`src/rtl/mc6809_bus_trace_fifo.sv`:
```
// mc6809_bus_trace_fifo: passive MC6809 bus observer. Each rising CPU read or
// write strobe becomes one {rw, addr, data} entry in a FIFO that drains over a
// valid/ready port. An address trigger stops capture POST_TRIG entries after a
// matching access.
module mc6809_bus_trace_fifo #(
  parameter int DEPTH     = 16,
  parameter int AW        = 4,
  parameter int POST_TRIG = 8
) (
  input  logic          cpu_clk,
  input  logic          cpu_reset_n,
  input  logic          cpu_oe_o,
  input  logic          cpu_we_o,
  input  logic [15:0]   cpu_addr_o,
  input  logic [7:0]    cpu_data_o,
  input  logic [7:0]    cpu_data_i,
  input  logic          trig_en,
  input  logic [15:0]   trig_addr,
  input  logic          trig_clear,
  output logic          trace_valid,
  input  logic          trace_ready,
  output logic [24:0]   trace_data,
  output logic [AW:0]   trace_count,
  output logic [7:0]    drop_cnt,
  output logic          trig_hit,
  output logic          frozen,
  output logic          bus_err
);

  typedef enum logic [1:0] {ST_ARMED, ST_POST, ST_FROZEN} state_t;

  state_t        state, state_nxt;
  logic [7:0]    post_cnt, post_cnt_nxt;
  logic          trig_hit_nxt;

  logic          oe_q, we_q;
  logic          oe_rise, we_rise, ev, match;

  logic          p_valid, p_rw, p_trig;
  logic [15:0]   p_addr;
  logic [7:0]    p_data;

  logic [24:0]   mem [DEPTH];
  logic [AW-1:0] wr_ptr, rd_ptr, rd_nxt;
  logic          push_req, push_ok, pop;
  logic [24:0]   push_data;

  assign oe_rise   = cpu_oe_o & ~oe_q;
  assign we_rise   = cpu_we_o & ~we_q;
  assign ev        = oe_rise | we_rise;
  assign match     = ev && trig_en && (cpu_addr_o == trig_addr) &&
                     (state == ST_ARMED) && !trig_clear;

  assign trace_valid = (trace_count != '0);
  assign frozen      = (state == ST_FROZEN);
  assign pop         = trace_valid && trace_ready;
  // Anything still in the pipeline when capture froze is thrown away here.
  assign push_req    = p_valid && (state != ST_FROZEN);
  assign push_ok     = push_req && ((trace_count < (AW+1)'(DEPTH)) || pop);
  // Read data is only on the bus the cycle after the strobe rises.
  assign push_data   = {p_rw, p_addr, p_rw ? p_data : cpu_data_i};
  assign rd_nxt      = rd_ptr + AW'(1);

  // Strobe history, event capture stage and sticky bus error flag.
  always_ff @(posedge cpu_clk or negedge cpu_reset_n) begin
    if (!cpu_reset_n) begin
      oe_q    <= 1'b0;
      we_q    <= 1'b0;
      p_valid <= 1'b0;
      p_rw    <= 1'b0;
      p_trig  <= 1'b0;
      p_addr  <= '0;
      p_data  <= '0;
      bus_err <= 1'b0;
    end else begin
      oe_q    <= cpu_oe_o;
      we_q    <= cpu_we_o;
      p_valid <= ev && (state != ST_FROZEN);
      p_rw    <= we_rise;
      p_trig  <= match;
      p_addr  <= cpu_addr_o;
      p_data  <= cpu_data_o;
      if (oe_rise && we_rise)
        bus_err <= 1'b1;
    end
  end

  // FIFO storage; contents need no reset since occupancy gates visibility.
  always_ff @(posedge cpu_clk) begin
    if (push_ok)
      mem[wr_ptr] <= push_data;
  end

  // FIFO pointers, occupancy, registered head entry and drop counter.
  always_ff @(posedge cpu_clk or negedge cpu_reset_n) begin
    if (!cpu_reset_n) begin
      wr_ptr      <= '0;
      rd_ptr      <= '0;
      trace_count <= '0;
      trace_data  <= '0;
      drop_cnt    <= '0;
    end else begin
      if (push_ok)
        wr_ptr <= wr_ptr + AW'(1);
      if (pop)
        rd_ptr <= rd_nxt;
      case ({push_ok, pop})
        2'b10:   trace_count <= trace_count + (AW+1)'(1);
        2'b01:   trace_count <= trace_count - (AW+1)'(1);
        default: trace_count <= trace_count;
      endcase
      // Head register tracks the entry at rd_ptr; when the FIFO is (or is
      // about to become) empty the incoming entry goes straight to the head.
      if (pop) begin
        if (trace_count > (AW+1)'(1))
          trace_data <= mem[rd_nxt];
        else if (push_ok)
          trace_data <= push_data;
      end else if (push_ok && (trace_count == '0)) begin
        trace_data <= push_data;
      end
      if (push_req && !push_ok && (drop_cnt != 8'hFF))
        drop_cnt <= drop_cnt + 8'd1;
    end
  end

  // Trigger FSM state, post-trigger counter and sticky hit flag.
  always_ff @(posedge cpu_clk or negedge cpu_reset_n) begin
    if (!cpu_reset_n) begin
      state    <= ST_ARMED;
      post_cnt <= '0;
      trig_hit <= 1'b0;
    end else begin
      state    <= state_nxt;
      post_cnt <= post_cnt_nxt;
      trig_hit <= trig_hit_nxt;
    end
  end

  // Trigger next-state logic; the trigger entry itself never decrements.
  always_comb begin
    state_nxt    = state;
    post_cnt_nxt = post_cnt;
    trig_hit_nxt = trig_hit;
    if (trig_clear) begin
      state_nxt    = ST_ARMED;
      trig_hit_nxt = 1'b0;
    end else begin
      case (state)
        ST_ARMED: begin
          if (match) begin
            trig_hit_nxt = 1'b1;
            state_nxt    = ST_POST;
            post_cnt_nxt = 8'(POST_TRIG);
          end
        end
        ST_POST: begin
          if (push_ok) begin
            if (post_cnt == 8'd0) begin
              state_nxt = ST_FROZEN;
            end else if (!p_trig) begin
              post_cnt_nxt = post_cnt - 8'd1;
              if (post_cnt == 8'd1)
                state_nxt = ST_FROZEN;
            end
          end
        end
        ST_FROZEN: state_nxt = ST_FROZEN;
        default:   state_nxt = ST_ARMED;
      endcase
    end
  end

endmodule

```
`config.mk`:
```
export PLATFORM = sky130hd
export DESIGN_NAME = mc6809_bus_trace_fifo
export DESIGN_NICKNAME = d
export VERILOG_FILES = /design/src/rtl/mc6809_bus_trace_fifo.sv
export SDC_FILE = /design/constraint.sdc
export NUM_CORES = 1
export LEC_CHECK = 0
export BUFFER_PORTS_ARGS = -buffer_cell sky130_fd_sc_hd__buf_2
export CAP_MARGIN = 20
export CORE_UTILIZATION = 45
export DETAILED_ROUTE_END_ITERATION = 6
export GPL_ROUTABILITY_DRIVEN = 0
export MAX_ROUTING_LAYER = met4
export PLACE_DENSITY = 0.68
export SYNTH_ARGS = -nofsm -noshare
export SYNTH_HDL_FRONTEND = slang
export SYNTH_SLANG_ARGS = --single-unit
```
`constraint.sdc`:
```
create_clock -name cpu_clk -period 6.5 [get_ports cpu_clk]
set_clock_uncertainty 0.15 [all_clocks]
set_input_delay 0.325 -clock cpu_clk [delete_from_list [all_inputs] [get_ports cpu_clk]]
set_output_delay 0.325 -clock cpu_clk [all_outputs]
set_load 0.01 [all_outputs]
```
-- Word level (Yosys, flattened, before mapping)
Memory sizes are Yosys's and may differ from the RTL's.
Cells that the tools add are included.
Widths: inputs -> output; s select.
- add/sub/neg operators: 6
- reductions and logical operators: 28
- $lt $le $gt $ge: 2
- equality and inequality tests: 17
- bitwise operators: 6
- muxes and demuxes: 23
- operator list (kind ; number):
    $mux 25 ; 4
    $mux 8 ; 5
    $eq 16x16->1 ; 1
    $pmux 8 s2 ; 1
    $logic_and 1x1->1 ; 12
    $mux 2 ; 6
    $ne 2x2->1 const B ; 5
    $pmux 5 s2 ; 1
    $reduce_bool 2->1 ; 5
    $add 4x1->4 const B ; 2
    $add 8x1->8 const B ; 1
    $eq 8x1->1 const B ; 1
    $logic_not 8->1 ; 1
    $ne 4x4->1 const B ; 2
    $ne 8x8->1 const B ; 1
    $sub 8x1->8 const B ; 1
    $ne 3x3->1 const B ; 2
    $pmux 2 s3 ; 1
    $reduce_and 6->1 ; 1
    $add 5x1->5 const B ; 1
    $gt 5x1->1 const B ; 1
    $logic_not 5->1 ; 1
    $lt 5x5->1 const B ; 1
    $mux 1 ; 5
    13 further kinds ; 20
- memory bits (writable): 400
- memories kept: 1
- register bits after elaboration: 87
- word-level logic and storage cells: 99
- input port bits: 55
- output and inout bits: 42
- memory list (memory ; depth ; width ; rd ports ; clocked after Yosys merged registers in ; wr ports ; RTL line ; source):
    mem ; 16 ; 25 ; 1 ; 0 ; 1 ; 43 ; logic [24:0] mem [DEPTH];

-- Depth between registers and ports, before layout
Gate-level depths: netlist of the first run.
- depth after elaboration: 10
- depth in mapped cells: 11
- depth with buffers taken out: 10

-- Least setup slack after synthesis of the first run
OpenSTA, ideal clock, no wires.
- path type: flip-flop to flip-flop
- start point: register state[0]
- end point: memory mem[4][0], enable pin
- arrival: 2.110 ns
- cell stages (with the launch flop): 9
- required time: 5.966 ns
- buffers on the path: 1
- path slack: 3.856 ns
- library setup time: 0.384 ns
- period minus slack after synthesis: 2.644 ns
- cells stage by stage: dfrtp_1 -> inv_1 -> ha_1 -> nand2b_1 -> nor2_1 -> clkbuf_1 -> nand2_1 -> nor2_1 -> and2_1
- cells in the longest elaborated chain, start to end: 5
- ends and longest elaborated chain (what ; RTL line ; source):
    start: declaration ; 32 ; state_t state, state_nxt;
    start signal: assignment ; 134 ; state <= state_nxt;
    $ne 2x2->1 ; 58 ; assign push_req = p_valid && (state != ST_FROZEN);
    $logic_and 1x1->1 ; 58 ;
    $logic_and 1x1->1 ; 59 ; assign push_ok = push_req && ((trace_count < (AW+1)'(DEPTH)) || pop);
    $mux 1 ; 90 ; if (push_ok)
    $mux 1 (not written as such) ; 91 ; mem[wr_ptr] <= push_data;
    end: declaration ; 43 ;
No other way between the ends.

-- Worst setup path in the final report of the first run
- start point: register state[0]
- end point: memory mem[11][24], enable pin
Same word-level chain as after synthesis.

==> results_dict.tcl, run 1 <==
set metrics [dict create \
    outcome "completed" \
    synth_cell_types 49 \
    fin_util_pct 53.1 \
    clock_latency_ns 0.55 \
    core_area_um2 42200 \
    crit_family "simple AND/OR/NAND/NOR gates" \
    rows 75 \
    pwr_density_cell_nw_per_um2 436 \
    setup_tns_ns 0 \
    syn_to_final_growth_pct 15.4 \
    clock_sinks 487 \
    reg2reg_from "state[0]$_DFFE_PN0P_" \
    hold_slack_ns 0.0345 \
    rsz0062_at_grt "false" \
    path_max_fanout 14 \
    port_buffers 96 \
    drv_cap 0 \
    wl_met2_um 18900 \
    grt_pass1_wl_um 62400 \
    fill_cells 3268 \
    clk_pin_slew_ns 0.06 \
    cts_root_buf "clkbuf_16" \
    worstSetupPathType "register to register" \
    htreeDepth 2 \
    post-route-min-period_ns 3.74 \
    cp_slowest_cell "and2_1" \
    yosysMostFrequentCell "edfxtp_1" \
    crit_start "state[0]$_DFFE_PN0P_" \
    track_usage_pct 19.9 \
    syn-num-nets 1104 \
    io-pin-count 97 \
    ys_seq_area_share_pct 73.1 \
    die_w_um 210 \
    max_stage_delay_ns 0.75 \
    cts_tree "done" \
    syn_area_um2 19400 \
    grt_pass1_vias 10300 \
    initial_core_util_pct 46.0 \
    max_freq_ghz 0.268 \
    maxSlewHeadroom_pct 26.1 \
    wl_met1_um 18100 \
    antenna_found_initial 3 \
    numCtsBuffers 48 \
    place_hpwl_um 22200 \
    drt_iter0_markers 805 \
    vias_per_cell 5.69 \
    cts_resized 0 \
    drc 0 \
    setup_viol 0 \
    nets 1258 \
    die_area_um2 44000 \
    syn_avg_cell_area_um2 18.8 \
    dr.pass1.iters 5 \
    tightest_slew_ns 1.10 \
    fin_crit_sh_pct 57.5 \
    grt_max_degree 63 \
    synthTopCellsByArea "edfxtp_1 (62%), mux4_2 (12%), dfrtp_1 (11%)" \
    clockBufferDepth 3 \
    slew_violations 0 \
    synth_cells 1032 \
    dr_wl_met3_um 3540 \
    irDropWorstVdd_mv 0.283 \
    finalPower_uw 9770 \
    required_ns 6.58 \
    path_cells "inv_1, ha_1, nand2b_1, nor2_1, inv_1, nor3b_1, and2_1, buf_4" \
    yosys.area.top_type "edfxtp_1" \
    grt_overflow_total 0 \
    cp-end-kind "register" \
    cp_num_buf_inv 3 \
    fp.dieH_um 210 \
    synth_seq_cells 487 \
    wl_per_cell_um 23.5 \
    drtAntennaViolNets 0 \
    synth_edf_count 400 \
    crit_arrival_ns 3.82 \
    cp_common_cell "inv_1" \
    multi_input_area_um2 4960 \
    regArea_um2 14200 \
    wl_um 41400 \
    ys_warn_count 0 \
    async_flop_share_pct 17.9 \
    synth_ff_type "edfxtp_1" \
    finalHoldViolCount 0 \
    num_vias 10000 \
    worstHoldStart "trig_addr[15]" \
    synth.top_cell.area_share_pct 61.9 \
    netlist_top_cells_count "edfxtp_1 (400), mux4_2 (100), dfrtp_1 (87), nand2_1 (76), nor2_1 (47)" \
    drive_above_1_share_pct 27.7 \
    startpoint_type "register" \
    p_leak_uw 0.00773 \
    hold_class "primary input to register" \
    highest_layer "met4" \
]
-- power by group --
group	leakage (uW)	internal, uW	switching (uW)
clock network	0.000732	1580	1110
logic	0.00236	1480	1650
registers	0.00464	3740	209
total	0.00773	6800	2970
-- worst paths after layout --
check                                        endpoint  slack (ns)  cells after the start
setup / recovery                mem[11][24]$_DFFE_PP_        2.76                      8
hold / removal                       p_trig$_DFF_PN0_        0.03                      4
setup reg to reg                mem[11][24]$_DFFE_PP_        2.76                      8
hold reg to reg                   bus_err$_DFFE_PN0P_        0.33                      1
max in group asynchronous       rd_ptr[0]$_DFFE_PN0P_        4.71                      3
min in group asynchronous  trace_data[22]$_DFFE_PN0P_        0.13                      2
-- area by class of cell --
cell class,instances,area share [%]
Sequential cell,487,63.3
Multi-Input combinational cell,481,22.1
Clock buffer,69,5.94
Timing Repair Buffer,153,4.47
Tap cell,539,3.01
Clock inverter,19,0.843
Inverter,15,0.251
Antenna cell,2,0.0223
-- layout by cell type, fill, tap and decap left out, types with 2 or more instances in the layout --
cell           Yosys  final
a21oi_1            7      6
a31oi_1           27     27
and2_1            12     12
and4_1             4      4
buf_2             15     95
buf_4              6     29
bufinv_16          0      4
clkbuf_1          19     17
clkbuf_16          0     49
clkbuf_8           0      3
clkinv_1           0      9
clkinv_2           0      4
clkinvlp_4         0      2
dfrtp_1           87     86
diode_2            0      2
dlygate4sd3_1      0     28
edfxtp_1         400    400
ha_1              17     16
inv_1             14     14
mux2_2            34     34
mux2i_1           28     28
mux4_2           100    100
nand2_1           76     76
nand2b_1           6      6
nand3_1            6      6
nand4_1            9      9
nand4b_1           4      4
nor2_1            47     46
nor2b_1            5      5
nor3_1             9      9
o211ai_1          26     26
o21ai_0            6      6
o2bb2ai_1          3      3
xnor2_1           24     23
xor2_1            12     11
-- metrics by stage --
step,cell area (um^2),setup WS [ns],instances
floorplan,19400,3.86,1032
global placement,20600,2.69,1646
detailed placement,20600,2.67,1646
CTS,22400,2.65,1762
global route,22400,2.48,1764
finish,22400,2.76,1765
-- sequential cells by signal, indices dropped and copies added (netlist names), 2 cells and up --
| register | cells |
|---|---|
| post_cnt | 8 |
| p_data | 8 |
| p_addr | 16 |
| trace_data | 25 |
| rd_ptr | 4 |
| drop_cnt | 8 |
| wr_ptr | 4 |
| state | 2 |
| mem | 400 |
| trace_count | 5 |
-- worst reg2reg max path, stage by stage (launching register included) --
cell and delay, ns:
dfrtp_1 0.35, inv_1 0.08, ha_1 0.24, nand2b_1 0.24, nor2_1 0.52, inv_1 0.30
nor3b_1 0.38, and2_1 0.75, buf_4 0.41
-- repair_timing --
item / 4_1_cts / 5_1_grt
hold endpoints to repair: 55 / 0
hold buffers: 28 / 0
setup buffers: 0 / 0
endpoints found under the setup margin: 0 / 0
-- kinds of logic (layout without fill, tap and decap cells) --
group                    count (synthesis)  count (layout)  share of synthesized area [%]
other                                    0               2                              0
AND/OR/NAND/NOR                        187             187                           4.59
AO/OA/AOI/OAI                           79              79                           2.95
buffers and inverters                   64             256                           1.64
adder cells (fa/ha/maj)                 17              17                           1.10
multiplexers                           162             162                           15.0
XOR/XNOR                                36              36                           1.62
flip-flops                             487             487                           73.1
-- layer usage --
metal | vias up | global-route usage, %
met5 | - | -
met4 | 0 | 5.81
li1 | 4382 | -
met3 | 76 | 4.52
met2 | 414 | 29.6
met1 | 5168 | 27.6
Note: power is estimated with default switching activity, not from simulation.
==> inputs of run 2 (changes only) <==
==> constraint.sdc (replaced) <==
create_clock -name cpu_clk -period 3.44 [get_ports cpu_clk]
set_clock_uncertainty 0.15 [all_clocks]
set_input_delay 0.172 -clock cpu_clk [delete_from_list [all_inputs] [get_ports cpu_clk]]
set_output_delay 0.172 -clock cpu_clk [all_outputs]
set_load 0.01 [all_outputs]
==> run 2 against run 1 <==
Register-to-register slack got worse by 2.1 ns; combinational power rose by 91%; sequential power rose by 90%; largest power group unchanged; first-iteration DRC count rose by 24%; die area did not move; power rose by 94%; utilization rose by 0.79 points; worst hold slack got worse by 0.0037 ns; largest cell class unchanged; sequential share of layout area fell by 0.93 points; critical path depth fell by 2; clock power rose by 100%; flip-flop and latch count did not move.
==> results_dict.tcl, run 2 (synthesis gave the netlist of run 1 again) <==
set metrics [dict create \
    numCtsBuffers 50 \
    clock_latency_ns 0.58 \
    wl_per_cell_um 24.2 \
    drv_cap 0 \
    htreeDepth 2 \
    finalPower_uw 18900 \
    io-pin-count 97 \
    maxSlewHeadroom_pct 35.5 \
    clock_sinks 487 \
    path_max_fanout 30 \
    rows 75 \
    wl_um 43100 \
    crit_family "adder cells" \
    grt_pass1_vias 10300 \
    required_ns 3.71 \
    fp.dieH_um 210 \
    antenna_found_initial 0 \
    largest_reg_flops 400 \
    top_regs "mem (400), trace_data (25), p_addr (16)" \
    grt_pass1_wl_um 65000 \
    track_usage_pct 20.9 \
    finalNonFillerCells 1782 \
    clk_pin_slew_ns 0.07 \
    finalHoldViolCount 0 \
    tightest_slew_ns 0.968 \
    final_cell_mix "edfxtp_1 (400), mux4_2 (100), buf_2 (95), dfrtp_1 (86), nand2_1 (76)" \
    postCtsSetupBuffers 0 \
    die_area_um2 44000 \
    hold_buffers 33 \
    cts_root_buf "clkbuf_16" \
    grt_overflow_total 0 \
    slew_violations 0 \
    cp-end-kind "register" \
    initial_core_util_pct 46.0 \
    fin_area_um2 22700 \
    fin_crit_sh_pct 80.2 \
    dr.pass1.iters 5 \
    setup_tns_ns 0 \
    drc 0 \
    post-route-min-period_ns 2.76 \
    drive_above_1_share_pct 29.3 \
    nets 1273 \
    setup_viol 0 \
    worstSetupPathType "register to register" \
    largest_register "mem" \
    num_vias 10100 \
    syn_to_final_growth_pct 17.1 \
    rsz0062_at_grt "false" \
    final_common_cell "edfxtp_1" \
    cts_resized 0 \
    startpoint_type "register" \
    p_leak_uw 0.00790 \
    core_area_um2 42200 \
    outcome "completed" \
    die_w_um 210 \
    irDropWorstVdd_mv 0.633 \
    pwr_density_cell_nw_per_um2 833 \
    grt_max_degree 91 \
    fill_cells 3259 \
    dp.cells 1655 \
    cp_slowest_cell "ha_4" \
    crit_arrival_ns 3.03 \
    vias_per_cell 5.65 \
    path_cells "ha_4, buf_4, mux4_2, mux2_2, o211ai_1, a31oi_1" \
    cts_tree "done" \
    place_hpwl_um 22900 \
    max_freq_ghz 0.363 \
    cp_num_buf_inv 1 \
    hold_class "primary input to register" \
    drt_iter0_markers 998 \
    clockBufferDepth 3 \
    placed_cell_area_um2 20700 \
    port_buffers 96 \
    hold_slack_ns 0.0308 \
    max_stage_delay_ns 0.67 \
    diodes 0 \
    drtAntennaViolNets 0 \
]
## run 2: area by class of cell
cell class	instances	area, um^2	share of cell area [%]
clock buffers	74	1450	6.38
flip-flops and latches	487	14200	62.4
well taps	539	674	2.97
inverters	15	56.3	0.248
multi-input cells	481	4960	21.8
clock inverters	20	230	1.01
repair buffers	166	1180	5.18
## run 2: power by group
group | switching, uW | total (uW) | leakage, uW | internal, uW
Clock | 2220 | 5450 | 0.000814 | 3230
Sequential | 444 | 7510 | 0.00464 | 7060
Combinational | 3100 | 5990 | 0.00245 | 2890
## run 2: per-layer routing
layer	vias to the layer above	wire, um	share of wire (%)	GRT usage (%)
li1	4421	-	-	-
met1	5210	18800	44	30.0
met2	377	19900	46	31.3
met3	64	3460	8.0	3.08
met4	0	884	2.1	5.84
met5	-	0	0	-
## run 2: worst paths after layout
path                                        from                          to  slack, ns  depth (start not counted)
max                        rd_ptr[0]$_DFFE_PN0P_   trace_data[0]$_DFFE_PN0P_       0.68                          6
min                                cpu_data_i[4]        mem[14][4]$_DFFE_PP_       0.03                          2
max reg2reg                rd_ptr[0]$_DFFE_PN0P_   trace_data[0]$_DFFE_PN0P_       0.68                          6
min reg2reg                       we_q$_DFF_PN0_              p_rw$_DFF_PN0_       0.32                          1
max in group asynchronous            cpu_reset_n       rd_ptr[0]$_DFFE_PN0P_       2.28                          2
min in group asynchronous            cpu_reset_n  trace_data[22]$_DFFE_PN0P_       0.13                          2
## run 2: worst register-to-register path: cells and delay by family (launching register included)
| family | cells | cell delay [ns] |
|---|---|---|
| adders and majority gates | 1 | 0.67 |
| DFF | 1 | 0.61 |
| muxes | 2 | 0.59 |
| buffers and inverters | 1 | 0.32 |
| AOI/OAI and AO/OA | 2 | 0.27 |
## run 2: metrics by stage
step | worst slack (ns) | utilization, %
2_1_floorplan | 0.796 | -
3_3_place_gp | 0.690 | 49.1
3_5_place_dp | 0.655 | 49.1
4_1_cts | 0.656 | 53.9
5_1_grt | 0.452 | 53.9
6_report | 0.683 | 53.9
==> inputs of run 3 (changes only) <==
--- a/config.mk
+++ b/config.mk
@@ -11,7 +11,7 @@
 export DETAILED_ROUTE_END_ITERATION = 6
 export GPL_ROUTABILITY_DRIVEN = 0
 export MAX_ROUTING_LAYER = met4
-export PLACE_DENSITY = 0.68
+export PLACE_DENSITY = 0.7
 export SYNTH_ARGS = -nofsm -noshare
 export SYNTH_HDL_FRONTEND = slang
 export SYNTH_SLANG_ARGS = --single-unit
==> constraint.sdc (replaced) <==
create_clock -name cpu_clk -period 2.24 [get_ports cpu_clk]
set_clock_uncertainty 0.15 [all_clocks]
set_input_delay 0.112 -clock cpu_clk [delete_from_list [all_inputs] [get_ports cpu_clk]]
set_output_delay 0.112 -clock cpu_clk [all_outputs]
set_load 0.01 [all_outputs]
==> run 3 against run 2 <==
The run now ends with negative setup slack left; sequential share of layout area decreased by 4.2 points; utilization increased by 3.9 points; highest routed layer unchanged; power increased by 68%; final cell count increased by 5.7%.
==> results_dict.tcl, run 3 (synthesis gave the netlist of run 1 again) <==
set metrics [dict create \
    outcome "finished, violations left" \
    top_regs "mem (400), trace_data (25), p_addr (16)" \
    reg2reg_from "rd_ptr[0]$_DFFE_PN0P_" \
    worstSetupPathType "register to register" \
    largest_register "mem" \
    rsz0062_at_grt "true" \
    drc 0 \
    crit_arrival_ns 2.64 \
    clock_latency_ns 0.57 \
    p_leak_uw 0.00868 \
    p_int_uw 22100 \
    pwr_density_cell_nw_per_um2 1310 \
    required_ns 2.54 \
    drtAntennaViolNets 0 \
    startpoint_type "register" \
    path_cells "ha_4, buf_4, buf_16, mux4_2, mux2_2, o211ai_1, a31oi_1" \
    swShare_pct 30.7 \
    drv_cap 0 \
    grt_pass1_wl_um 68000 \
    grt-busiest-layer "met2" \
    crit_family "multiplexers" \
    cp_num_buf_inv 2 \
    r2r_cells 7 \
    fin_crit_sh_pct 105 \
    cp_slowest_cell "dfrtp_4" \
    drive_above_1_share_pct 36.6 \
    fp.dieH_um 210 \
    vias_per_cell 5.63 \
    cp-end-kind "register" \
    rrSetupSlack_ns -0.10 \
    clockBufferDepth 3 \
    die_w_um 210 \
    slew_violations 0 \
    finalHoldViolCount 0 \
    track_usage_pct 21.8 \
    grt_pass1_vias 10900 \
    reg2reg_to "trace_data[9]$_DFFE_PN0P_" \
    wl_per_cell_um 24.7 \
    cts_tree "done" \
    clock_sinks 487 \
    io-pin-count 97 \
    rows 75 \
    largest_reg_flops 400 \
    tightest_slew_ns 0.669 \
    nets 1375 \
    post-route-worst-setup-slack_ns -0.102 \
    max_freq_ghz 0.427 \
    syn_to_final_growth_pct 25.5 \
    worstHoldStart "cpu_data_i[5]" \
    grt_util_met1_pct 28.5 \
    numCtsBuffers 49 \
    hold_class "primary input to register" \
    final_cell_mix "edfxtp_1 (400), mux4_2 (100), buf_2 (95), dfrtp_1 (86), nand2_1 (74)" \
    comb_power_share_pct 39.1 \
    post-route-min-period_ns 2.34 \
    dp.cells 1709 \
    maxSlewHeadroom_pct 55.1 \
    die_area_um2 44000 \
    drt_iter0_markers 997 \
    dr.pass1.iters 7 \
    p_seq_share_pct 35.9 \
    antenna_found_initial 0 \
    clk_pin_slew_ns 0.06 \
    num_vias 10600 \
    finalNonFillerCells 1884 \
    p_clk_share_pct 25.0 \
    use_met3_pct 3.77 \
    core_area_um2 42200 \
    crit_start "rd_ptr[0]$_DFFE_PN0P_" \
    grt_overflow_total 0 \
    path_max_fanout 8 \
    cts_root_buf "clkbuf_16" \
    endpoint "trace_data[9]$_DFFE_PN0P_" \
    port_buffers 96 \
    setup_viol 24 \
    place_hpwl_um 25900 \
    met2_usage_pct 35.4 \
    fin_util_pct 57.7 \
    initial_core_util_pct 46.0 \
    hold_slack_ns 0.0230 \
    p_switching_uw 9800 \
    htreeDepth 2 \
    final_common_cell "edfxtp_1" \
    max_stage_delay_ns 0.53 \
    path_depth 7 \
    wl_um 46500 \
    violations "negative setup slack" \
    irDropWorstVdd_mv 0.929 \
    grt_max_degree 39 \
]
run 3: cell types whose count changed in the layout (fill, tap and decap cells not counted), moves of 6 or more:
cell           delta
clkbuf_8          -7
and2_4            +8
clkbuf_16         +7
mux2_4            +8
buf_6            +11
dlygate4sd3_1     +6
and2_1           -12
buf_4            +35
buf_12           +37
buf_16            +6
mux2_2            -8
run 3: cell type report:
cell class,count,area (um^2)
multi-input cells,481,5150
diodes,1,2.50
clock buffers,68,1380
flip-flops and latches,487,14200
clock inverters,24,183
repair buffers,269,2730
inverters,15,56.3
well taps,539,674
fillers,3070,17900
run 3: how the worst min path moves through the flow:
stage               cells past startpoint              endpoint  slack, ns
floorplan                               0   bus_err$_DFFE_PN0P_      -0.33
global placement                        1  p_addr[15]$_DFF_PN0_       0.02
detailed placement                      1  p_addr[14]$_DFF_PN0_       0.01
CTS                                     2  mem[13][5]$_DFFE_PP_      0.002
global route                            2   p_data[3]$_DFF_PN0_       0.02
finish                                  2  mem[13][5]$_DFFE_PP_       0.02
run 3: per-layer routing:
layer  part of all wire [%]  routed length [um]  up-vias
li1                       -                   -     4638
met5                      0                   0        -
met4                    2.4                1090        0
met2                     50               23400      422
met3                    6.6                3070       90
met1                     41               18900     5463
run 3: power by group through the flow:
stage	combinational (uW)	sequential, uW	clock [uW]
floorplan	6720	11500	0
global placement	10100	11500	0
detailed placement	10300	11600	0
CTS	11500	11400	8060
global route	13200	11500	8410
finish	12500	11400	7960
run 3: per-stage QoR:
step / instance area [um^2] / total power, uW / setup TNS (ns) / setup slack (ns)
after detailed placement: 21600 / 21800 / -2.77 / -0.0847
after floorplan: 19500 / 18300 / -10.30 / -0.0574
after global placement: 21600 / 21700 / -0.604 / -0.0650
after CTS: 24000 / 31000 / -1.31 / -0.0920
final: 24400 / 31900 / -1.48 / -0.102
after global routing: 24400 / 33200 / -3.55 / -0.171
run 3: repair_timing:
action,4_1_cts,5_1_grt
endpoints found under the setup margin,159,167
endpoints found under the hold margin,232,0
cloned,6,7
setup buffers,10,22
hold buffers,40,0
resized for setup,34,32
pin swaps,6,17
